**config.mk**
```make
export PLATFORM = sky130hd
export DESIGN_NAME = nexys_starship_fault_gen
export DESIGN_NICKNAME = d
export VERILOG_FILES = /design/src/rtl/nexys_starship_pkg.sv /design/src/rtl/nexys_starship_lfsr16.sv /design/src/rtl/nexys_starship_fault_gen.sv
export SDC_FILE = /design/constraint.sdc
export NUM_CORES = 1
export LEC_CHECK = 0
export ABC_AREA = 1
export ABC_CLOCK_PERIOD_IN_PS = 3500
export BUFFER_PORTS_ARGS = -buffer_cell sky130_fd_sc_hd__buf_2
export CAP_MARGIN = 20
export CORE_MARGIN = 2
export CORE_UTILIZATION = 40
export CTS_CLUSTER_DIAMETER = 60
export DETAILED_ROUTE_END_ITERATION = 7
export SETUP_SLACK_MARGIN = 0.4
export SLEW_MARGIN = 0
export SYNTH_ARGS = -nofsm -noshare
export SYNTH_HDL_FRONTEND = slang
export SYNTH_SLANG_ARGS = --single-unit
```
**constraint.sdc**
```tcl
create_clock -name Clk -period 3.5 [get_ports Clk]
set_clock_uncertainty 0.05 [all_clocks]
set_input_delay 0.175 -clock Clk [delete_from_list [all_inputs] [get_ports Clk]]
set_output_delay 0.175 -clock Clk [all_outputs]
set_load 0.05 [all_outputs]
```
**src/rtl/nexys_starship_pkg.sv**
```systemverilog
// nexys_starship_pkg
// Shared definitions for the Starship fault generator:
//   - state_t    : scheduler state encoding (IDLE, ARMED, FIRE)
//   - RIGHT/LEFT/UP/DOWN : station index constants, matching bit
//                  positions of station_broken and break_req
//   - LFSR_TAPS  : Galois feedback mask for x^16 + x^14 + x^13 + x^11 + 1
//   - lfsr_next  : one right-shifting Galois LFSR step
package nexys_starship_pkg;

  typedef enum logic [1:0] {
    IDLE  = 2'd0,
    ARMED = 2'd1,
    FIRE  = 2'd2
  } state_t;

  localparam logic [1:0] RIGHT = 2'd0;
  localparam logic [1:0] LEFT  = 2'd1;
  localparam logic [1:0] UP    = 2'd2;
  localparam logic [1:0] DOWN  = 2'd3;

  // Taps 16,14,13,11 map to bits 15,13,12,10 in a right-shifting Galois LFSR
  localparam logic [15:0] LFSR_TAPS = 16'hB400;

  function automatic logic [15:0] lfsr_next(input logic [15:0] s);
    lfsr_next = {1'b0, s[15:1]} ^ (s[0] ? LFSR_TAPS : 16'h0000);
  endfunction

endpackage

```
**src/rtl/nexys_starship_lfsr16.sv**
```systemverilog
// nexys_starship_lfsr16
// Free-running 16-bit Galois LFSR that advances every clock cycle.
// Ports:
//   clock : clock
//   reset : synchronous active-low reset, loads SEED
//   state : current 16-bit LFSR state
// SEED must be nonzero; a maximal-length LFSR started from a nonzero value
// never reaches the all-zero lock-up state.
module nexys_starship_lfsr16
  import nexys_starship_pkg::*;
#(
  parameter logic [15:0] SEED = 16'hACE1
) (
  input  logic        clock,
  input  logic        reset,
  output logic [15:0] state
);

  always_ff @(posedge clock) begin
    if (!reset) begin
      state <= SEED;
    end else begin
      state <= lfsr_next(state);
    end
  end

endmodule

```
**src/rtl/nexys_starship_fault_gen.sv**
```systemverilog
// nexys_starship_fault_gen
// Fault scheduler for the Starship game. After play_flag it counts down an
// interval that shrinks after every expiry, and at each expiry emits a
// one-cycle break request to a pseudo-randomly chosen, not-yet-broken
// station together with a 4-bit repair combo.
// Ports:
//   Clk            : clock
//   Reset          : synchronous active-low reset
//   play_flag      : start a game (honoured only in IDLE)
//   gameover_ctrl  : abort the running game
//   station_broken : per-station broken flags {DOWN, UP, LEFT, RIGHT}
//   break_req      : registered one-hot fault pulse, bit0 drives RR_random
//   random_hex     : repair combo of the most recent fault (never 4'h0)
//   fault_count    : faults issued this game, saturating at 8'hFF
//   active         : high while in ARMED or FIRE
module nexys_starship_fault_gen
  import nexys_starship_pkg::*;
#(
  parameter logic [27:0] INTERVAL_INIT = 28'd200_000_000,
  parameter logic [27:0] INTERVAL_STEP = 28'd10_000_000,
  parameter logic [27:0] INTERVAL_MIN  = 28'd50_000_000,
  parameter logic [15:0] LFSR_SEED     = 16'hACE1
) (
  input  logic       Clk,
  input  logic       Reset,
  input  logic       play_flag,
  input  logic       gameover_ctrl,
  input  logic [3:0] station_broken,
  output logic [3:0] break_req,
  output logic [3:0] random_hex,
  output logic [7:0] fault_count,
  output logic       active
);

  state_t      state;
  logic [27:0] interval;
  logic [27:0] countdown;
  logic [27:0] next_interval;
  logic [15:0] lfsr;
  logic [1:0]  sel;
  logic        sel_found;
  logic [3:0]  sel_onehot;
  logic [3:0]  hex_next;
  logic        lfsr_unused;

  nexys_starship_lfsr16 #(
    .SEED (LFSR_SEED)
  ) u_lfsr (
    .clock (Clk),
    .reset (Reset),
    .state (lfsr)
  );

  // Only lfsr[1:0] and lfsr[7:4] feed the selection and the combo
  assign lfsr_unused = ^{lfsr[15:8], lfsr[3:2]};

  // Start at lfsr[1:0] and walk forward (mod 4) to the first healthy station
  always_comb begin
    logic [1:0] cand;
    sel       = lfsr[1:0];
    sel_found = 1'b0;
    for (int i = 0; i < 4; i++) begin
      cand = lfsr[1:0] + 2'(i);
      if (!sel_found && !station_broken[cand]) begin
        sel_found = 1'b1;
        sel       = cand;
      end
    end
  end

  always_comb begin
    sel_onehot = 4'b0000;
    case (sel)
      RIGHT:   sel_onehot = 4'b0001;
      LEFT:    sel_onehot = 4'b0010;
      UP:      sel_onehot = 4'b0100;
      DOWN:    sel_onehot = 4'b1000;
      default: sel_onehot = 4'b0000;
    endcase
  end

  // A zero combo would be indistinguishable from "no combo" on the display
  assign hex_next = (lfsr[7:4] == 4'h0) ? 4'hF : lfsr[7:4];

  // Ramp toward the floor; the difference test avoids unsigned underflow
  always_comb begin
    if ((interval >= INTERVAL_MIN) && ((interval - INTERVAL_MIN) >= INTERVAL_STEP)) begin
      next_interval = interval - INTERVAL_STEP;
    end else begin
      next_interval = INTERVAL_MIN;
    end
  end

  // Scheduler FSM. The fault decision is taken on the edge that enters FIRE
  // so the registered break_req is high exactly during the FIRE cycle.
  // gameover_ctrl is tested first in ARMED so it wins over expiry.
  always_ff @(posedge Clk) begin
    if (!Reset) begin
      state       <= IDLE;
      break_req   <= 4'b0000;
      random_hex  <= 4'h0;
      fault_count <= 8'h00;
      active      <= 1'b0;
      interval    <= INTERVAL_INIT;
      countdown   <= 28'd0;
    end else begin
      break_req <= 4'b0000;
      case (state)
        IDLE: begin
          if (play_flag && !gameover_ctrl) begin
            state       <= ARMED;
            active      <= 1'b1;
            interval    <= INTERVAL_INIT;
            countdown   <= INTERVAL_INIT - 28'd1;
            fault_count <= 8'h00;
          end
        end
        ARMED: begin
          if (gameover_ctrl) begin
            state  <= IDLE;
            active <= 1'b0;
          end else if (countdown == 28'd0) begin
            state <= FIRE;
            if (sel_found) begin
              break_req  <= sel_onehot;
              random_hex <= hex_next;
              if (fault_count != 8'hFF) begin
                fault_count <= fault_count + 8'd1;
              end
            end
          end else begin
            countdown <= countdown - 28'd1;
          end
        end
        FIRE: begin
          if (gameover_ctrl) begin
            state  <= IDLE;
            active <= 1'b0;
          end else begin
            state     <= ARMED;
            interval  <= next_interval;
            countdown <= next_interval - 28'd1;
          end
        end
        default: begin
          state  <= IDLE;
          active <= 1'b0;
        end
      endcase
    end
  end

endmodule

```
==> results by group <==
Clock network
  – H-tree depth: 3
  – CTS tree: done
  – Hold-fix buffers at CTS: 0
  – Total clock sinks: just over 90
  – Max Root-Sink Buffers: 2
  – Root buffer cell: clkbuf_16
  – Clock slew at reported path FFs: around 80 ps
  – Worst skew pair latency: between 300 and 400 ps
  – Inserted Clock Buffers: 9

Power and ir drop
  – Seq pwr share: 0.203
  – Pwr dens: between 900 and 1000 nW/um2
  – Comb power frac: 0.661
  – Internal Power: around 0.0035 W
  – Clock Power Share: 0.136
  – Tot Pwr: 0.007420 W
  – Worst vdd ir: 0.4170 mV
  – Static Leak: 3.702 nW
  – Switching portion of total power: 0.5255
  – Sw Pwr: between 0.003 and 0.004 W

GRT
  – Gr usage total: 0.2213
  – Largest net degree at the start of global routing: 48
  – First-pass GRT wire length: between 20000 and 30000 um
  – Vias in the first global route: roughly 6000
  – Total congestion overflow: 0
  – Initial antenna violation count: 0

STA
  – Worst slew margin: 0.5322
  – Final Hold Fails: 0
  – Worst setup margin: around 440 ps
  – Fmax: approximately 330 MHz
  – Period utilization: 0.8755
  – RSZ-0062 raised after global routing: true
  – Setup_tns: 0 ps
  – Final critical path time including I/O delays and setup: between 3000 and 4000 ps
  – Final setup viols: 0
  – Measured slew at the worst slew-check pin: between 600 and 700 ps
  – Slew Viols, Final: 0

Finish
  – Reg area: about 1800 um2
  – # fillers: roughly 1600
  – Ant. Diodes: 0
  – Non-Filler Instances: around 1300
  – Final design utilization: 0.4882
  – Final net count: 1107
  – Synth-to-Final Area Change: 20.27%
  – Area of the multi-input gates: roughly 4100 um2
  – Layout cells sized above 1: 0.2318

Worst setup path
  – Worst Path Arrival: around 3300 ps
  – Worst Setup End Kind: flip-flop
  – CP Max Fanout: 4
  – Critical path startpoint: interval[8]
  – Worst R2R Start: interval[8]
  – CP Data Required Time: 3690 ps
  – Critical path type: reg -> reg
  – Worst Setup Start Kind: flip-flop

Floorplanning
  – Initial core utilization: 0.4059
  – Die Span Y: around 130 um
  – Row count: 46
  – Core area: between 15000 and 20000 um2
  – Die area: 17030 um2
  – Die Span X: 130.5 um
  – Ports: 25

Synthesis
  – Post-synthesis cell count: 1034
  – Yosys top cell area share: 0.2846
  – Top post-synthesis cells by area: dfxtp_1, nand2_1, inv_1
  – Synth warnings: 0
  – Register area share after synthesis: 0.2846
  – Most common flop cell mapped by yosys: dfxtp_1
  – Synth area leader: dfxtp_1
  – Yosys cell types: 44
  – Post-synth EDFFs: 0
  – Asr flop ratio synth: 0
  – Post-Syn Area: ~6400 um2
  – Mean Syn Cell Area: 6.191 um2
  – Synthesized Nets: 1050
  – FF+latch count, synth: 91

Placed design
  – Port bufs: 24
  – Placed Cells: roughly 1300
  – Routability Congestion: approximately 0.95
  – Dpl hpwl: 13700 um
  – Post-Place Worst Slack: 43.46 ps

Detailed routing
  – Via-per-instance ratio: 5.156
  – Via count: between 6000 and 7000
  – Detailed Route WL: 18900 um
  – Final ANT Viol Nets: 0
  – Wire per inst: ~14 um
  – Drc violations: 0
  – TritonRoute pass-1 iters: 7
  – First DRT Iteration DRCs: about 530

Outcome
  – Outcome: completed

Run
  – Max-cap violations: 0

Worst hold path
  – Min-delay src: play_flag
  – Worst hold path class: in -> reg
[cell families (layout without fill, tap and decap cells)]
group / Yosys count / after routing / share of synthesized area
simple gates: 568 / 568 / 0.4144
buf+inv: 188 / 250 / 0.1198
compound gates: 155 / 155 / 0.1327
flops: 91 / 91 / 0.2846
xor+xnor: 24 / 24 / 0.03284
fa+ha+maj: 8 / 8 / 0.01564
[cell usage after synthesis, types with 6 or more instances]
cell	count
nor4_1	10
nand3_2	6
nand4_1	21
nor2_4	7
o21ai_0	62
ha_1	8
nand2_2	29
nand4_2	8
buf_2	8
a21oi_1	60
or2_2	6
dfxtp_1	91
inv_2	10
xor2_1	21
nand3_1	77
o21ai_1	6
a211oi_1	6
nor2_2	10
inv_1	142
clkbuf_1	17
nand2_1	271
nor3_1	9
nor2_1	103
o21bai_1	6
[registers in the layout, summed over array words and instances, names as in the netlist]
signal,count
countdown,28
interval,28
u_lfsr.state,16
fault_count,8
break_req,4
random_hex,4
state,2
active,1
[routing by layer]
| metal | part of all wire | vias up | wire (um) | track usage |
|---|---|---|---|---|
| li1 | - | 3441 | - | - |
| met1 | 0.45 | 3083 | 8592 | 0.2981 |
| met2 | 0.47 | 209 | 8826 | 0.3581 |
| met3 | 0.052 | 32 | 992 | 0.03746 |
| met4 | 0.026 | 0 | 485 | 0.08010 |
| met5 | 0 | - | 0 | 0 |
[through the flow]
stage,instance area [um2],hold WS (ps)
after floorplan,6405,340.5
after global placement,6845,346.7
after detailed placement,6845,346.8
after CTS,7266,110.7
after global routing,7699,184.8
final,7699,121.2
[placed cells by master (no fill, tap or decap), drive strengths merged, types with 2 or more instances in the layout]
cell / synthesis / final
nor2: 120 / 120
o21bai: 6 / 6
clkbuf: 17 / 9
xnor2: 3 / 3
or2: 6 / 6
nand2: 303 / 303
xor2: 21 / 21
nand4: 30 / 30
a211oi: 6 / 6
nor3: 9 / 9
buf: 17 / 80
dfxtp: 91 / 91
o21ai: 68 / 68
inv: 152 / 156
a31oi: 4 / 4
ha: 8 / 8
nand3b: 4 / 4
o22ai: 2 / 2
and3: 2 / 2
a21oi: 61 / 61
nand3: 83 / 83
clkinv: 2 / 4
o211ai: 4 / 4
nor4: 10 / 10
[final cells by class]
type                    instances  area share
multi-input cells             755      0.5373
clock inverters                 7    0.009914
repair buffers                 80     0.07281
clock buffers                   9     0.02925
well taps                     216     0.03510
flip-flops and latches         91      0.2392
inverters                     154     0.07639
[what timing repair did]
action                                  CTS  global route
buffers inserted                          4            22
pin swaps                                 7            29
endpoints found under the setup margin   20            25
gates resized for setup                  22            81
[worst max-delay path, stage by stage, from the launching register on]
cell     delay [ps]
dfxtp_2         340
inv_2            80
ha_4            160
inv_4            40
nor2_4          140
nand2_4          80
nand3_2          90
nand2_2          90
nand2_1          90
nand3_1          90
nand2_1         110
nand2_2          70
nor2_4          130
nand2_4          90
nand2_4         100
nor2_4           50
a21oi_4         160
ha_4            160
nand3_4          90
nor2_4          130
nand3_4         100
nor2_4          140
buf_6           120
nand4_1          80
nand3_2         100
a21oi_2          50
[final timing paths]
path | endpoint | slack (ps) | cells after the start
hold / removal | active | 120 | 4
setup reg to reg | countdown[20] | 440 | 25
hold reg to reg | u_lfsr.state[8] | 360 | 2
setup / recovery | countdown[20] | 440 | 25
[power groups by stage]
| stage | Sequential (W) | Clock (W) | Combinational [W] |
|---|---|---|---|
| 6_report | 0.00151 | 0.00101 | 0.00491 |
| 3_3_place_gp | 0.00150 | 0 | 0.00411 |
| 4_1_cts | 0.00148 | 0.00103 | 0.00426 |
| 2_1_floorplan | 0.00145 | 0 | 0.00310 |
| 5_1_grt | 0.00153 | 0.00107 | 0.00540 |
| 3_5_place_dp | 0.00150 | 0 | 0.00410 |
(Power assumes the default switching activity.)
